`config.mk`:
```
export PLATFORM = sky130hd
export DESIGN_NAME = mips_bus_arbiter
export DESIGN_NICKNAME = d
export VERILOG_FILES = /design/src/rtl/mips_bus_arbiter.sv
export SDC_FILE = /design/constraint.sdc
export NUM_CORES = 1
export LEC_CHECK = 0
export ABC_CLOCK_PERIOD_IN_PS = 1450
export CORE_AREA = 4 4 119 121
export DETAILED_ROUTE_END_ITERATION = 7
export DIE_AREA = 0 0 123 125
export MAX_ROUTING_LAYER = met4
export PLACE_DENSITY = 0.65
export SYNTH_ARGS = -nofsm -noshare
export SYNTH_HDL_FRONTEND = slang
export SYNTH_SLANG_ARGS = --single-unit
```
`constraint.sdc`:
```
create_clock -name clk -period 1.45 [get_ports clk]
set_input_delay 0.145 -clock clk [delete_from_list [all_inputs] [get_ports clk]]
set_output_delay 0.145 -clock clk [all_outputs]
set_load 0.05 [all_outputs]
```
`src/rtl/mips_bus_arbiter.sv`:
```
// Two-master, one-slave arbiter for the CPU memory bus (round-robin or fixed priority).
// Optional macro ARB_LOCK_EN adds per-master lock inputs for back-to-back locked transactions.
module mips_bus_arbiter #(
  parameter int unsigned PRIORITY_MODE = 0,
  parameter int unsigned ADDR_W        = 32,
  parameter int unsigned DATA_W        = 32
) (
  input  logic                clk,
  input  logic                reset,
  input  logic [ADDR_W-1:0]   m0_address,
  input  logic                m0_read,
  input  logic                m0_write,
  input  logic [DATA_W-1:0]   m0_writedata,
  input  logic [DATA_W/8-1:0] m0_byteenable,
  output logic                m0_waitrequest,
  output logic [DATA_W-1:0]   m0_readdata,
  input  logic [ADDR_W-1:0]   m1_address,
  input  logic                m1_read,
  input  logic                m1_write,
  input  logic [DATA_W-1:0]   m1_writedata,
  input  logic [DATA_W/8-1:0] m1_byteenable,
  output logic                m1_waitrequest,
  output logic [DATA_W-1:0]   m1_readdata,
`ifdef ARB_LOCK_EN
  input  logic                m0_lock,
  input  logic                m1_lock,
`endif
  output logic [ADDR_W-1:0]   s_address,
  output logic                s_read,
  output logic                s_write,
  output logic [DATA_W-1:0]   s_writedata,
  output logic [DATA_W/8-1:0] s_byteenable,
  input  logic                s_waitrequest,
  input  logic [DATA_W-1:0]   s_readdata,
  output logic [1:0]          grant
);

  typedef enum logic [1:0] {IDLE, GNT0, GNT1} state_t;

  state_t state_q, state_d;
  logic   last_grant_q, last_grant_d;   // 0 = m0 owned last, 1 = m1 owned last
  logic   req0, req1;

  assign req0 = m0_read | m0_write;
  assign req1 = m1_read | m1_write;

  // Read data is broadcast; only the owner's completion cycle is meaningful.
  assign m0_readdata = s_readdata;
  assign m1_readdata = s_readdata;

  always_ff @(posedge clk or negedge reset) begin
    if (!reset) begin
      state_q      <= IDLE;
      last_grant_q <= 1'b1;
    end else begin
      state_q      <= state_d;
      last_grant_q <= last_grant_d;
    end
  end

  always_comb begin
    state_d        = state_q;
    last_grant_d   = last_grant_q;
    s_address      = m0_address;
    s_writedata    = m0_writedata;
    s_byteenable   = m0_byteenable;
    s_read         = 1'b0;
    s_write        = 1'b0;
    m0_waitrequest = 1'b1;
    m1_waitrequest = 1'b1;
    grant          = 2'b00;

    case (state_q)
      IDLE: begin
        if (req0 && req1) begin
          if (PRIORITY_MODE != 0) state_d = GNT0;
          else                    state_d = last_grant_q ? GNT0 : GNT1;
        end else if (req0) begin
          state_d = GNT0;
        end else if (req1) begin
          state_d = GNT1;
        end
      end

      GNT0: begin
        grant          = 2'b01;
        s_read         = m0_read;
        s_write        = m0_write;
        m0_waitrequest = s_waitrequest;
        if (!req0) begin
          state_d = IDLE;
        end else if (!s_waitrequest) begin
`ifdef ARB_LOCK_EN
          if (!m0_lock) begin
            state_d      = IDLE;
            last_grant_d = 1'b0;
          end
`else
          state_d      = IDLE;
          last_grant_d = 1'b0;
`endif
        end
      end

      GNT1: begin
        grant          = 2'b10;
        s_address      = m1_address;
        s_writedata    = m1_writedata;
        s_byteenable   = m1_byteenable;
        s_read         = m1_read;
        s_write        = m1_write;
        m1_waitrequest = s_waitrequest;
        if (!req1) begin
          state_d = IDLE;
        end else if (!s_waitrequest) begin
`ifdef ARB_LOCK_EN
          if (!m1_lock) begin
            state_d      = IDLE;
            last_grant_d = 1'b1;
          end
`else
          state_d      = IDLE;
          last_grant_d = 1'b1;
`endif
        end
      end

      default: state_d = IDLE;
    endcase
  end

endmodule

```
==> reports/qor.csv, run 1 <==
metric,value,unit
outcome,aborted with a tool error,
failing step,detailed routing,
error msg,[ERROR DRT-0255] Maze Route cannot find path of net s_readdata[24] in worker of routeBox ( 96600 96600 ) ( 123000 125000 ).,
vias in the first global route,2231,
Worst End Pin Type,primary output,
dpl cells,516,
Post-Syn Instances,178,
#FFs+latches synth,3,
PortBufs,216,
Clock Tree Buf Depth,2,
Mean Syn Cell Area,9.22,sq um
pin count of the biggest net entering global routing,19,
Yosys cell types,25,
CTS Buf Count,3,
Final Wtd Congestion,0.805,
row cnt,42,
Syn. warnings,0,
DIE WIDTH,123,um
first-pass GRT wire length,12.9,mm
total grt overflow,0,
Clock Tree Root,clkbuf_16,
Ports,313,
Initial Util,12.5,%
DIE HEIGHT,125,um
gr usage total,11.2,%
HPWL after detailed placement,7.35,mm
Clock Sink Count,3,
register area share after synthesis,4.65,%
post-synth net total,359,
H-tree level count,1,
Worst Endpoint after GRT Repair,s_address[31],
Post-Syn Area,1640,sq um
initial antenna violation count,0,
## kinds of logic after synthesis
kind of cell / after synthesis / synth area share [%]
AND/OR/NAND/NOR: 11 / 3.43
buffers and inverters: 77 / 33.1
multiplexers: 69 / 47.4
AO/OA/AOI/OAI: 12 / 6.86
adder cells (fa/ha/maj): 6 / 4.58
flip-flops: 3 / 4.65
## metal layers
metal  GRT usage (%)
met1            11.4
met2            21.6
met3            2.03
met4            2.48
met5               -
## synthesized netlist by cell type
| cell | n | share of area, % |
|---|---|---|
| mux2_2 | 68 | 47 |
| buf_4 | 65 | 30 |
| buf_2 | 8 | 2.4 |
| ha_1 | 6 | 4.6 |
| inv_1 | 4 | 0.92 |
| nor2b_1 | 3 | 1.1 |
| a22oi_1 | 2 | 0.92 |
| dfrtp_1 | 2 | 3.1 |
| nand2_1 | 2 | 0.46 |
| nand3_1 | 2 | 0.61 |
| nor2_1 | 2 | 0.46 |
| a2111o_1 | 1 | 0.69 |
| a2111oi_2 | 1 | 0.92 |
| a221oi_2 | 1 | 0.92 |
| a311o_1 | 1 | 0.61 |
| dfstp_2 | 1 | 1.6 |
| mux2_1 | 1 | 0.69 |
| nand2b_1 | 1 | 0.38 |
| nor4_1 | 1 | 0.38 |
| o21a_1 | 1 | 0.46 |
| o21ai_0 | 1 | 0.30 |
| o21ai_1 | 1 | 0.30 |
| o21ai_2 | 1 | 0.53 |
| o221a_1 | 1 | 0.69 |
| o221ai_1 | 1 | 0.53 |
## timing repair
action | in CTS | in global routing
gates cloned | 1 | 7
pin swaps | 3 | 3
gates resized for setup | 99 | 69
setup endpoints to repair | 75 | 77
buffers inserted | 6 | 6
hold buffers | 0 | 0
## metrics by stage
step | utilization (%) | hold WS, ps | worst slack, ps | area [sq um]
2_1_floorplan | - | -151 | -146 | 1750
3_3_place_gp | 28.8 | 290 | -142 | 3770
3_5_place_dp | 28.8 | 290 | -163 | 3770
4_1_cts | 32.9 | 111 | -382 | 4310
5_1_grt | 36.6 | 122 | -394 | 4780
==> run 2, diff against run 1 <==
ABC_CLOCK_PERIOD_IN_PS = 1900   (was 1450)
CORE_AREA = 4 4 120 122   (was 4 4 119 121)
DIE_AREA = 0 0 124 126   (was 0 0 123 125)
MAX_ROUTING_LAYER = unset   (was met4)
PLACE_DENSITY = unset   (was 0.65)
PLACE_DENSITY_LB_ADDON = 0.15   (was unset)
clock period = 1.9 ns   (was 1.45 ns; I/O delays follow)
==> reports/qor.csv, run 2 <==
metric,value,unit
synth top area cells,"mux2_2 47%, buf_4 30%, ha_1 4.6%",
post-synth net total,359,
Clock Sink Count,3,
leading registers by flop count,"state_q: 2 flops, last_grant_q: 1 flops",
DIE WIDTH,124,um
initial antenna violation count,0,
Final nets,520,
clk_skew,1.61,ps
R2R Setup Slk,260,ps
Initial Util,12.4,%
Multi-input gate area,1070,sq um
"Max FO, Critical Path",11,
Clock Tree Buf Depth,2,
share of the synthesized area in the top cell type,46.7,%
DRT Wirelength,9.07,mm
Final Wtd Congestion,0.740,
Syn. warnings,0,
Mean Syn Cell Area,9.22,sq um
GRT met2 Usage,19.6,%
routed len/inst,17.6,um
"delay-heaviest family, CP",buffers and inverters,
sw frac,51.4,%
outcome,"finished, final reports clean",
GR Util met3,2.91,%
Reg area,77.6,sq um
"Async S/R FF share, synth",100,%
Most Crowded Layer GR,met2,
minimum clock period,1870,ps
Max-slew headroom,76.8,%
Leak,1.60,nW
DRC errors left,0,
Clock power frac,5.7,%
HPWL after detailed placement,7.15,mm
#FFs+latches synth,3,
CP max stage delay,380,ps
diode count,0,
CTS Buf Count,3,
Min Hold Slack,158,ps
DIE HEIGHT,126,um
Commonest cells post-synth,"68 x mux2_2, 65 x buf_4, 8 x buf_2, 6 x ha_1, 4 x inv_1",
GR Layer Usage met1,10.5,%
final worst-path cycle share,98.4,%
sw power,0.00307,W
Final setup violation count,0,
Worst Tran Pin Value,345,ps
CP cell instances,inv_2 -> ha_4 -> buf_12 -> buf_16 -> mux2_2 -> buf_6,
area grow syn2layout,143,%
core area,13200,sq um
row cnt,42,
Worst Hold Class,in2async,
gr usage total,10.0,%
Max Freq,535,MHz
Filler cells,1386,
First-pass DRT Iterations,2,
Skew-Pair Late Insertion Delay,230,ps
Buf/Inv on CP,4,
Final Max Tran Viols,0,
DIE AREA,15600,sq um
CP Launch Type,flip-flop,
vias,1885,
final hold vios,0,
remaining antenna violation count,0,
Post-synth EDFFs,0,
via/cell ratio,3.67,
Largest Register,state_q,
"CTS clk-pin slew, worst paths",30,ps
crit path DAT,1680,ps
CP required,1710,ps
Seq pwr share,2.2,%
proportion of layout cells with a drive suffix above 1,49.4,%
Tot Pwr,0.00597,W
max reg flops,2,
critical path class,reg2out,
peak supply drop,0.512,mV
Post-synth top flop,dfrtp_1,
CTS tree,built,
Post-Syn Instances,178,
total grt overflow,0,
Int Pwr,0.00290,W
Post-Syn Area,1640,sq um
register area share after synthesis,4.65,%
cell taking the most area after synthesis,mux2_2,
cts hold-fix bufs,0,
PortBufs,216,
pin count of the biggest net entering global routing,16,
Critical-path top delay cell,dfrtp_1,
CP Capture Type,primary output,
first-pass GRT wire length,12.0,mm
logic gate share of total power,92.1,%
vias in the first global route,2025,
max-cap viol count,0,
H-tree level count,1,
PD cells,1500,nW/um^2
Ports,313,
most frequent cells in the layout,"142 x clkdlybuf4s50_1, 59 x mux2_2, 49 x buf_6",
"most common cell after layout, fill and taps aside",clkdlybuf4s50_1,
RSZ-0062 raised after global routing,true,
Yosys cell types,25,
Clock Tree Root,clkbuf_16,
Initial DRC Count,14,
most frequent cell after synthesis,mux2_2,
-- run 2: cell counts after synthesis --
Identical to the previous run, type by type.
-- run 2: logic make-up after synthesis --
family	count (synthesis)	share of synthesized area, %
AOI/OAI and AO/OA	12	6.86
buffers and inverters	77	33.1
DFF	3	4.65
muxes	69	47.4
and+or+nand+nor	11	3.43
adders and majority gates	6	4.58
-- run 2: power groups by stage --
stage | combinational, W | clock [W] | sequential (W)
after floorplan | 0.00344 | 0 | 0.000126
after global placement | 0.00459 | 0 | 0.000129
after detailed placement | 0.00457 | 0 | 0.000130
after CTS | 0.00528 | 0.000345 | 0.000134
after global routing | 0.00575 | 0.000346 | 0.000140
final | 0.00550 | 0.000340 | 0.000133
-- run 2: final timing paths --
path	depth (start not counted)	startpoint	endpoint
max	6	state_q[0]$_DFFE_PN0P_	s_address[16]
min	1	reset	state_q[1]$_DFFE_PN0P_
max reg2reg	6	state_q[0]$_DFFE_PN0P_	last_grant_q$_DFFE_PN1P_
min reg2reg	1	state_q[1]$_DFFE_PN0P_	state_q[1]$_DFFE_PN0P_
max in group asynchronous	1	reset	last_grant_q$_DFFE_PN1P_
min in group clk	0	s_readdata[3]	m0_readdata[3]
-- run 2: cell type report --
type,count,area share (%)
Inverter,4,0.377
Timing Repair Buffer,229,63.3
Tap cell,176,5.53
Multi-Input combinational cell,98,26.9
Clock buffer,4,1.98
Sequential cell,3,1.95
-- run 2: timing repair --
action / 4_1_cts / 5_1_grt
resized for setup: 37 / 42
gates cloned: 4 / 1
setup buffers: 4 / 0
endpoints found under the setup margin: 68 / 62
-- run 2: per-layer routing --
| layer | vias to the layer above | wire length (um) |
|---|---|---|
| met2 | 129 | 4800 |
| met4 | 0 | 149 |
| li1 | 882 | - |
| met1 | 865 | 3060 |
| met3 | 9 | 1060 |
| met5 | - | 0 |
-- run 2: stage by stage --
| stage | worst slack, ps | util, % | cell area [sq um] | TNS (ps) | std cells |
|---|---|---|---|---|---|
| 6_report | 30.3 | 30.2 | 3990 | 0 | 514 |
| 5_1_grt | -29.4 | 30.2 | 3990 | -607 | 514 |
| 4_1_cts | -5.09 | 28.8 | 3800 | -11.3 | 513 |
| 3_5_place_dp | 141 | 26.1 | 3440 | 0 | 501 |
| 3_3_place_gp | 146 | 26.1 | 3440 | 0 | 501 |
| 2_1_floorplan | 59.0 | - | 1640 | 0 | 178 |
Power figures use the tool's default switching activity.
